## src/rtl/hack_pkg.sv

```systemverilog
// hack_pkg: constants shared by the Hack-style memory blocks.
//   WORD_W       data word width of the datapath
//   RAM8_ADDR_W  word-select width inside one ram8 bank
//   NUM_BANKS    number of ram8 banks that make up ram64
//   WORD_ZERO    value every word takes on reset
//   BANK_MSB/LSB position of the bank index inside a ram64 address
package hack_pkg;

  localparam int WORD_W      = 16;
  localparam int RAM8_ADDR_W = 3;
  localparam int RAM8_DEPTH  = 2 ** RAM8_ADDR_W;
  localparam int NUM_BANKS   = 8;
  localparam int BANK_MSB    = 5;
  localparam int BANK_LSB    = 3;

  localparam logic [WORD_W-1:0] WORD_ZERO = '0;

endpackage : hack_pkg

```

## src/rtl/ram64_ram8.sv

```systemverilog
// ram8: 8 x WIDTH register file, one bank of ram64.
//   clk      rising-edge clock for writes
//   rst_n    asynchronous active-low reset, clears all eight words
//   in       write data
//   load     write enable, active high
//   address  word select within the bank
//   out      contents of the addressed word, combinational
module ram8
  import hack_pkg::*;
#(
  parameter int WIDTH = WORD_W
) (
  input  logic                   clk,
  input  logic                   rst_n,
  input  logic [WIDTH-1:0]       in,
  input  logic                   load,
  input  logic [RAM8_ADDR_W-1:0] address,
  output logic [WIDTH-1:0]       out
);

  logic [WIDTH-1:0] mem [RAM8_DEPTH];

  // Reset clears the whole bank without a clock and dominates load.
  always_ff @(posedge clk or negedge rst_n) begin
    if (!rst_n) begin
      for (int i = 0; i < RAM8_DEPTH; i++) begin
        mem[i] <= '0;
      end
    end else if (load) begin
      mem[address] <= in;
    end
  end

  // No bypass from in: a same-address write becomes visible only after the edge.
  assign out = mem[address];

endmodule : ram8

```

## src/rtl/ram64.sv

```systemverilog
// ram64: 64 x WIDTH random-access memory built from eight ram8 banks.
//   clk      rising-edge clock for writes
//   rst_n    asynchronous active-low reset, clears all 64 words
//   in       write data
//   load     write enable, active high
//   address  word select; [5:3] picks the bank, [2:0] the word in the bank
//   out      contents of the addressed word, combinational
module ram64
  import hack_pkg::*;
#(
  parameter int WIDTH  = WORD_W,
  parameter int ADDR_W = 6
) (
  input  logic              clk,
  input  logic              rst_n,
  input  logic [WIDTH-1:0]  in,
  input  logic              load,
  input  logic [ADDR_W-1:0] address,
  output logic [WIDTH-1:0]  out
);

  logic [BANK_MSB-BANK_LSB:0] bank;
  logic [RAM8_ADDR_W-1:0]     word;
  logic [NUM_BANKS-1:0]       bank_load;
  logic [WIDTH-1:0]           bank_out [NUM_BANKS];

  assign bank = address[BANK_MSB:BANK_LSB];
  assign word = address[RAM8_ADDR_W-1:0];

  // One-hot 3:8 decode gated by load, so at most one bank writes per edge.
  always_comb begin
    bank_load = '0;
    if (load) begin
      bank_load[bank] = 1'b1;
    end
  end

  for (genvar b = 0; b < NUM_BANKS; b++) begin : g_bank
    ram8 #(
      .WIDTH (WIDTH)
    ) u_ram8 (
      .clk     (clk),
      .rst_n   (rst_n),
      .in      (in),
      .load    (bank_load[b]),
      .address (word),
      .out     (bank_out[b])
    );
  end

  // 8:1 read mux over the bank outputs.
  assign out = bank_out[bank];

endmodule : ram64

```

## config.mk

```make
export PLATFORM = sky130hd
export DESIGN_NAME = ram64
export DESIGN_NICKNAME = d
export VERILOG_FILES = /design/src/rtl/hack_pkg.sv /design/src/rtl/ram64_ram8.sv /design/src/rtl/ram64.sv
export SDC_FILE = /design/constraint.sdc
export NUM_CORES = 1
export LEC_CHECK = 0
export CAP_MARGIN = 30
export CORE_MARGIN = 2
export CORE_UTILIZATION = 57
export DETAILED_ROUTE_END_ITERATION = 16
export PLACE_DENSITY_LB_ADDON = 0.05
export SLEW_MARGIN = 20
export SYNTH_ARGS = -nofsm -noshare
export SYNTH_HDL_FRONTEND = slang
export SYNTH_SLANG_ARGS = --single-unit
```

## constraint.sdc

```tcl
create_clock -name clk -period 3 [get_ports clk]
set_input_delay 0.6 -clock clk [delete_from_list [all_inputs] [get_ports clk]]
set_output_delay 0.6 -clock clk [all_outputs]
set_load 0.01 [all_outputs]
```

* Word level (Yosys, flattened, before mapping) *
Cells that the tools add are included.

storage, ports and cells
  output and inout bits = 16
  logic and storage cells = 113
  input port bits = 25
  register bits after elaboration = 1024

cells by class
  order comparisons = 5
  bitwise logic cells = 2
  mux-type cells = 40
  reductions and logical operators = 2

operator list
  cell                                                         number
  bitwise mux 128 bit                                          8
  binary-select mux 16 bit (select 3 bit)                      9
  2-to-1 mux 16 bit                                            19
  demux 16 bit (select 3 bit)                                  1
  >= comparator 4 bit (second input constant)                  2
  2-to-1 mux 8 bit                                             1
  NOT 3 -> 4 bit                                               2
  less-than comparator 3 x 4 -> 1 bit (second input constant)  1
  less-than comparator 4 x 1 -> 1 bit (second input constant)  1
  demux 1 bit (select 3 bit)                                   1
  >= comparator 3 x 1 -> 1 bit (second input constant)         1
  logical AND 1 bit                                            2
  2-to-1 mux 1 bit                                             1

* Logic depth before layout (Yosys ltp) *
Gate-level depths: netlist of the first run.

  depth after elaboration = 7
  gate-level depth with buffers = 11
  mapped depth without buffers = 6

* By module *
A second synthesis of the first run with hierarchy kept.

unflattened totals
  cells, all modules = 3375
  area, all modules = 49039.5 um^2

by module, submodules not included
  module  instances  cells an instance  area each (um^2)  sequential area each (um^2)
  ram8    8          413                5995.8            3203.1
  ram64   1          71                 1073.5            0.0

* Least setup slack after synthesis of the first run *
No wires, ideal clock.

  path kind = input port to output port
  from = in address[0]
  to = out out[14]
  slack = 0.176 ns
  path buffers = 4
  cell stages on the path = 9
  data required time = 2.400 ns
  arrival = 2.224 ns
  cell sequence = buf_6 -> buf_2 -> buf_2 -> buf_2 -> mux2_2 -> a221oi_1 -> o21ai_0 -> nand3_1 -> nand4_1

on the way
  longest elaborated chain between the ends = 7
  elaborated cells on any way between the ends = 28

RTL lines
  element                                                  RTL line          text
  from (decl)                                              ram64.sv:18       input logic [ADDR_W-1:0] address,
  NOT 3 -> 4 bit (not written as such) *                   ram64_ram8.sv:35  assign out = mem[address];
  binary-select mux 16 bit (select 3 bit)                  ram64_ram8.sv:35
  2-to-1 mux 16 bit (not written as such) (2 in series)    ram64_ram8.sv:35
  binary-select mux 16 bit (select 3 bit) *                ram64.sv:52       assign out = bank_out[bank];
  2-to-1 mux 16 bit (not written as such) * (2 in series)  ram64.sv:52
  to (decl)                                                ram64.sv:19       output logic [WIDTH-1:0] out

Mark *: on every way between the ends. The rest lies on a longest branch, timed or not. The select of a mux whose other input is x is not followed.

* Worst setup path in the final report of the first run *
  from = in address[3]
  to = out out[7]

on the way
  longest elaborated chain between the ends = 4

RTL lines
  element                                                RTL line
  NOT 3 -> 4 bit (not written as such)                   ram64.sv:52
  binary-select mux 16 bit (select 3 bit)                ram64.sv:52
  2-to-1 mux 16 bit (not written as such) (2 in series)  ram64.sv:52

No other way between the ends. The select of a mux whose other input is x is not followed.

==> run_results.csv, run 1 <==
group,metric,value,unit
final_layout,fin_nets,3891,
critical_path,required,2.40,ns
critical_path,endpoint_kind,"output pin",
run,cap_violations,0,
final_layout,largest_reg_flops,1024,
outcome,violations,"negative setup slack",
power,p_leak,0.0277,uW
sta,final.setup.tns,-5.07,ns
power,p_seq_share,46.3,%
floorplan,rows,105,
place,place_area,52500,sq um
sta,finalHoldViolations,0,
floorplan,die_h,291,microns
power,clock_power_share,37.7,%
floorplan,coreArea,82000,sq um
synthesis,synth_nets,3479,
power,swShare,26.7,%
min_path,hp-class,"in -> reg",
sta,maxSlewViolCount,0,
power,power.switching,9600,uW
synthesis,synth_edf_count,0,
clock_network,clock_latency,0.68,ns
synthesis,syn_area,47100,sq um
clock_network,cts_sinks,1024,
critical_path,timing_worst_setup_path_type,"in -> out",
clock_network,cts_tree,"done",
global_routing,grt_pass1_vias,35400,
routing,num_vias,34000,
routing,final_antenna_net_count,0,
power,combPwrFrac,15.9,%
synthesis,netlist-cell-type-count,64,
critical_path,crit_path_start_kind,"primary input",
floorplan,initial_core_util,57.4,%
routing,post-route-drc-count,0,
synthesis,postSynthAreaPerCell,13.6,sq um
synthesis,ys.flop_type,"dfrtp_1",
synthesis,syn_inst,3454,
routing,first_pass_iters,8,
synthesis,synth_seq_cells,1024,
routing,viasPerCell,6.78,
sta,max_freq,291,MHz
critical_path,cp.arrival,2.84,ns
final_layout,top_regs,"g_bank.u_ram8.mem: 1024 flops",
final_layout,fin_area,59000,sq um
clock_network,cts_made_buffers,108,
floorplan,ios,41,
clock_network,cts_root_buffer,"clkbuf_16",
critical_path,cp_slowest_stage_delay,0.65,ns
power,vdd_drop_max,0.000482,V
clock_network,path_clk_slew,0.06,ns
global_routing,overflow,0,
routing,wl_per_cell,32.9,microns
outcome,outcome,"finished, violations left",
place,hpwl,106000,microns
synthesis,yosys_warnings,0,
sta,layout_setup_ws,-0.439,ns
critical_path,crit_family,"buffers and inverters",
final_layout,top_register,"g_bank.u_ram8.mem",
power,pwr_density_cell,610,nW/um^2
critical_path,worst-path-buf-inv,5,
synthesis,async_flop_share,100,%
global_routing,track_usage,38.8,%
sta,skew,0,ns
routing,first_iter_violations,3500,
final_layout,drive_gt1_share,54.9,%
sta,finalCritPeriodShare,115,%
clock_network,h-tree-depth,3,
place,io_buffers,40,
critical_path,cp_slowest_cell,"o211ai_1",
global_routing,antenna_found_initial,3,
sta,fin_crit,3.44,ns
critical_path,cpMostUsedCell,"buf_4",
place,finalWeightedCongestion,0.925,
sta,rsz0062_at_grt,"true",
global_routing,grt_pass1_wl,243000,microns
sta,tightest_slew,0.988,ns
power,intPower,26400,uW
critical_path,cp_max_fo,10,
global_routing,grt_start_max_net_pins,101,
floorplan,die_w,291,microns
routing,routed_wl,165000,microns
sta,finalSetupViolCount,16,
synthesis,synth_seq_area_share,54.4,%
clock_network,clk_path_buf_depth,3,
final_layout,fin_util,72.0,%
final_layout,area_growth,25.4,%
power,p_total,36000,uW
floorplan,dieArea,84900,sq um
critical_path,path_cells,"buf_4 > inv_2 > buf_12 > buf_4 > a221o_1 > o211ai_1 > nand4_1 > buf_2",
sta,relSlewSlack,34.1,%
-- Yosys cell counts (all sizes together), types with 5 or more instances --
library cell / instances / area [sq um]
nand2b: 5 / 31.3
dfrtp: 1024 / 25600
a21oi: 99 / 495
a221oi: 143 / 1260
nor3: 6 / 35.0
o221ai: 35 / 307
nor2b: 8 / 52.6
o2bb2ai: 6 / 52.6
a31oi: 12 / 75.1
nand2: 82 / 313
a22oi: 67 / 503
and3: 5 / 31.3
nand3: 28 / 150
o211ai: 18 / 135
mux4: 17 / 383
o2111ai: 6 / 52.6
nand4: 10 / 62.6
o311ai: 5 / 43.8
mux2: 1123 / 12600
nor2: 103 / 472
a221o: 39 / 390
a211oi: 7 / 52.6
clkbuf: 141 / 529
o21ai: 62 / 310
a22o: 17 / 149
buf: 197 / 1130
mux2i: 141 / 1410
and2: 6 / 40.0
-- cells by family after synthesis --
| group | synth area share [%] |
|---|---|
| mux | 30.7 |
| flops | 54.4 |
| compound gates | 8.60 |
| buf+inv | 3.56 |
| simple gates | 2.72 |
-- cells in the final DEF, fill, tap and decap left out, types with 6 or more instances in the layout --
| cell type | Yosys | layout |
|---|---|---|
| mux2_2 | 1109 | 1099 |
| dfrtp_1 | 1024 | 1024 |
| buf_4 | 45 | 371 |
| buf_12 | 0 | 135 |
| mux2i_1 | 141 | 133 |
| clkbuf_16 | 0 | 115 |
| a221oi_1 | 141 | 81 |
| a21oi_1 | 99 | 77 |
| nand2_1 | 80 | 76 |
| a22oi_1 | 67 | 62 |
| buf_6 | 9 | 61 |
| a221oi_2 | 2 | 57 |
| nor2_1 | 69 | 57 |
| nor2_2 | 34 | 43 |
| o21ai_0 | 62 | 41 |
| a221o_1 | 39 | 37 |
| clkbuf_1 | 141 | 29 |
| buf_2 | 116 | 26 |
| clkinv_2 | 0 | 20 |
| clkbuf_8 | 0 | 20 |
| o221ai_2 | 0 | 18 |
| o211ai_1 | 18 | 18 |
| mux4_2 | 17 | 17 |
| o221ai_1 | 35 | 17 |
| a22o_1 | 17 | 17 |
| buf_16 | 0 | 16 |
| nand3_1 | 26 | 15 |
| a21oi_2 | 0 | 15 |
| o21ai_1 | 0 | 14 |
| buf_8 | 1 | 14 |
| mux2_4 | 1 | 13 |
| mux2_1 | 13 | 11 |
| nand3_2 | 2 | 10 |
| nand4_1 | 10 | 10 |
| bufinv_16 | 0 | 8 |
| a21oi_4 | 0 | 7 |
| a31oi_1 | 12 | 6 |
| o2bb2ai_1 | 6 | 6 |
| a211oi_1 | 7 | 6 |
-- layer usage --
layer | global-route usage (%) | share of wire [%]
met1 | 54.6 | 40
met2 | 58.2 | 45
met3 | 8.34 | 10
met4 | 17.2 | 4.8
met5 | 0 | 0.016
-- layout make-up --
| cell class | instances | area [sq um] |
|---|---|---|
| fill | 5415 | 23000 |
| tap | 1070 | 1340 |
| timing repair buffer | 639 | 7320 |
| antenna | 1 | 2.50 |
| clock inverter | 37 | 469 |
| sequential | 1024 | 25600 |
| clock buffer | 157 | 3100 |
| inverter | 4 | 30.0 |
| multi-input combinational | 2089 | 21100 |
-- stage by stage --
stage	cells	hold slack (ns)	setup slack, ns
floorplan	3454	0.304	0.176
detailed placement	4728	0.477	-1.08
global route	5020	0.249	-0.468
finish	5021	0.231	-0.439
CTS	4993	0.214	-0.384
global placement	4728	0.469	-1.11
-- path summary, 6_finish.rpt --
path / start / end / slack (ns) / cells after the start
max: address[3] / out[7] / -0.44 / 8
min: in[8] / g_bank[7].u_ram8.mem[40] / 0.23 / 2
max reg2reg: g_bank[3].u_ram8.mem[43] / g_bank[3].u_ram8.mem[43] / 2.11 / 2
min reg2reg: g_bank[1].u_ram8.mem[93] / g_bank[1].u_ram8.mem[93] / 0.49 / 1
max in group asynchronous: rst_n / g_bank[3].u_ram8.mem[51] / 1.49 / 3
min in group asynchronous: rst_n / g_bank[4].u_ram8.mem[61] / 0.48 / 2
-- power by group through the flow --
stage	Sequential, uW	Combinational [uW]	Clock (uW)
final	16700	5730	13600
after global routing	16900	6020	14300
after CTS	16600	5470	13700
after detailed placement	16800	5070	0
after global placement	16700	4890	0
after floorplan	16500	3060	0
-- repair_timing --
action / in CTS / in global routing
hold buffers: 1 / 0
buffers inserted: 61 / 34
cloned: 17 / 3
gates resized for setup: 337 / 133
pin swaps: 76 / 74
hold endpoints to repair: 33 / 0
setup endpoints to repair: 16 / 16
No activity file was read; power rests on OpenSTA's default activity.
==> run 2: changes to the inputs <==
- CORE_UTILIZATION: 57 -> 63
==> run 2 against run 1 <==
- the run still ends with negative setup slack left
- global-route usage increased by 2.6 points
- flip-flop and latch count stayed put
- clock-buffer cell count up 4
- via count fell by 0.54%
- die area is 9.4% lower
- power down 0.57%
- routed wire length shrank 4.4%
- sequential share of layout area up 0.68 points
- final area decreased by 1.5%
==> run_results.csv, run 2 (same netlist as run 1, synthesis figures left out) <==
group,metric,value,unit
floorplan,die_w,277,microns
sta,finalSetupViolCount,16,
sta,finalHoldViolations,0,
critical_path,crit_path_start_kind,"primary input",
place,hpwl,104000,microns
run,cap_violations,0,
outcome,violations,"negative setup slack",
global_routing,grt_pass1_vias,35200,
power,pwr_density_cell,616,nW/um^2
sta,tightest_slew,1.05,ns
critical_path,cp_slowest_stage_delay,0.38,ns
place,io_buffers,40,
place,dp.cells,4617,
final_layout,drive_gt1_share,54.2,%
final_layout,top_regs,"g_bank.u_ram8.mem: 1024 flops",
sta,finalCritPeriodShare,115,%
clock_network,clock_latency,0.68,ns
sta,final.setup.tns,-5.10,ns
routing,first_pass_iters,6,
routing,first_iter_violations,3811,
final_layout,final_cells,4866,
final_layout,top_register,"g_bank.u_ram8.mem",
final_layout,final_common_cell,"mux2_2",
final_layout,register_area,25600,sq um
routing,wl_per_cell,32.5,microns
critical_path,cp.arrival,2.86,ns
clock_network,cts_tree,"done",
power,p_leak,0.0273,uW
final_layout,largest_reg_flops,1024,
final_layout,multiInputGateArea,21100,sq um
sta,fin_crit,3.46,ns
final_layout,fin_nets,3844,
sta,max_freq,289,MHz
power,vdd_drop_max,0.000615,V
routing,viasPerCell,6.95,
sta,relSlewSlack,29.8,%
clock_network,h-tree-depth,3,
sta,skew,0,ns
place,preCtsSetupSlack,-1.07,ns
floorplan,coreArea,74200,sq um
sta,maxSlewViolCount,0,
clock_network,cts_made_buffers,107,
critical_path,endpoint_kind,"output pin",
critical_path,cp_slowest_cell,"mux2_2",
critical_path,timing_worst_setup_path_type,"in -> out",
global_routing,overflow,0,
critical_path,cp_max_fo,12,
min_path,hp-class,"in -> reg",
routing,num_vias,33800,
global_routing,grt_start_max_net_pins,129,
place,finalWeightedCongestion,0.918,
routing,post-route-drc-count,0,
final_layout,layout_common_cells,"mux2_2 (1099), dfrtp_1 (1024), buf_4 (358)",
routing,routed_wl,158000,microns
global_routing,antenna_found_initial,5,
floorplan,dieArea,76900,sq um
clock_network,clk_path_buf_depth,3,
final_layout,n_fill_cell,4280,
clock_network,cts_root_buffer,"clkbuf_16",
routing,final_antenna_net_count,0,
floorplan,die_h,277,microns
critical_path,crit_family,"compound AO/OA/AOI/OAI gates",
global_routing,grt_pass1_wl,235000,microns
clock_network,path_clk_slew,0.06,ns
global_routing,track_usage,41.4,%
critical_path,worst-path-buf-inv,4,
final_layout,area_growth,23.4,%
clock_network,cts_sinks,1024,
outcome,outcome,"finished, violations left",
critical_path,required,2.40,ns
floorplan,rows,100,
critical_path,path_cells,"clkbuf_16 > buf_12 > buf_4 > mux2_2 > a221oi_1 > a221o_1 > a31oi_1 > o21ai_1 > nand4_1 > buf_2",
sta,rsz0062_at_grt,"true",
sta,layout_setup_ws,-0.457,ns
sta,holdWs,0.380,ns
final_layout,n_antenna_cell,0,
floorplan,initial_core_util,63.4,%
floorplan,ios,41,
-- run 2: worst register-to-register path: stages (launching register included) --
cell and delay, ns:
dfrtp_1 0.38, buf_4 0.13, mux2_2 0.26
-- run 2: cell type report --
| class | instances | area share, % |
|---|---|---|
| flip-flops and latches | 1024 | 44.1 |
| multi-input cells | 2089 | 36.3 |
| repair buffers | 593 | 11.3 |
| clock buffers | 161 | 5.57 |
| well taps | 969 | 2.09 |
| clock inverters | 26 | 0.547 |
| inverters | 4 | 0.0560 |
-- run 2: power by group --
group	switching, uW	internal [uW]
Sequential	1060	15700
Combinational	2790	2840
Clock	5560	7900
-- run 2: repair_timing --
action | 4_1_cts | 5_1_grt
cloned | 8 | 1
resized for setup | 301 | 122
hold endpoints to repair | 35 | 0
hold buffers | 1 | 0
setup endpoints to repair | 16 | 16
pin swaps | 64 | 59
setup buffers | 46 | 19
-- run 2: layer usage --
layer	global-route usage, %	part of all wire [%]	vias up
li1	-	-	13600
met1	57.1	39	17800
met2	62.4	45	1951
met3	10.1	11	509
met4	18.9	5.3	8
met5	0	0.032	-
-- run 2: worst paths after layout --
kind	start	endpoint	slack, ns	depth (start not counted)
max reg2reg	g_bank[2].u_ram8.mem[97]	g_bank[2].u_ram8.mem[97]	2.11	2
max	address[2]	out[5]	-0.46	10
min reg2reg	g_bank[4].u_ram8.mem[73]	g_bank[4].u_ram8.mem[73]	0.50	1
min in group asynchronous	rst_n	g_bank[4].u_ram8.mem[60]	0.44	2
min	in[15]	g_bank[6].u_ram8.mem[15]	0.38	2
max in group asynchronous	rst_n	g_bank[2].u_ram8.mem[53]	1.50	3
-- run 2: through the flow --
step | cell area (sq um) | total power (uW) | utilization, %
2_1_floorplan | 47100 | 19600 | -
3_3_place_gp | 52300 | 21500 | 70.4
3_5_place_dp | 52300 | 21900 | 70.4
4_1_cts | 57400 | 35500 | 77.4
5_1_grt | 58100 | 36900 | 78.3
6_report | 58100 | 35800 | 78.3
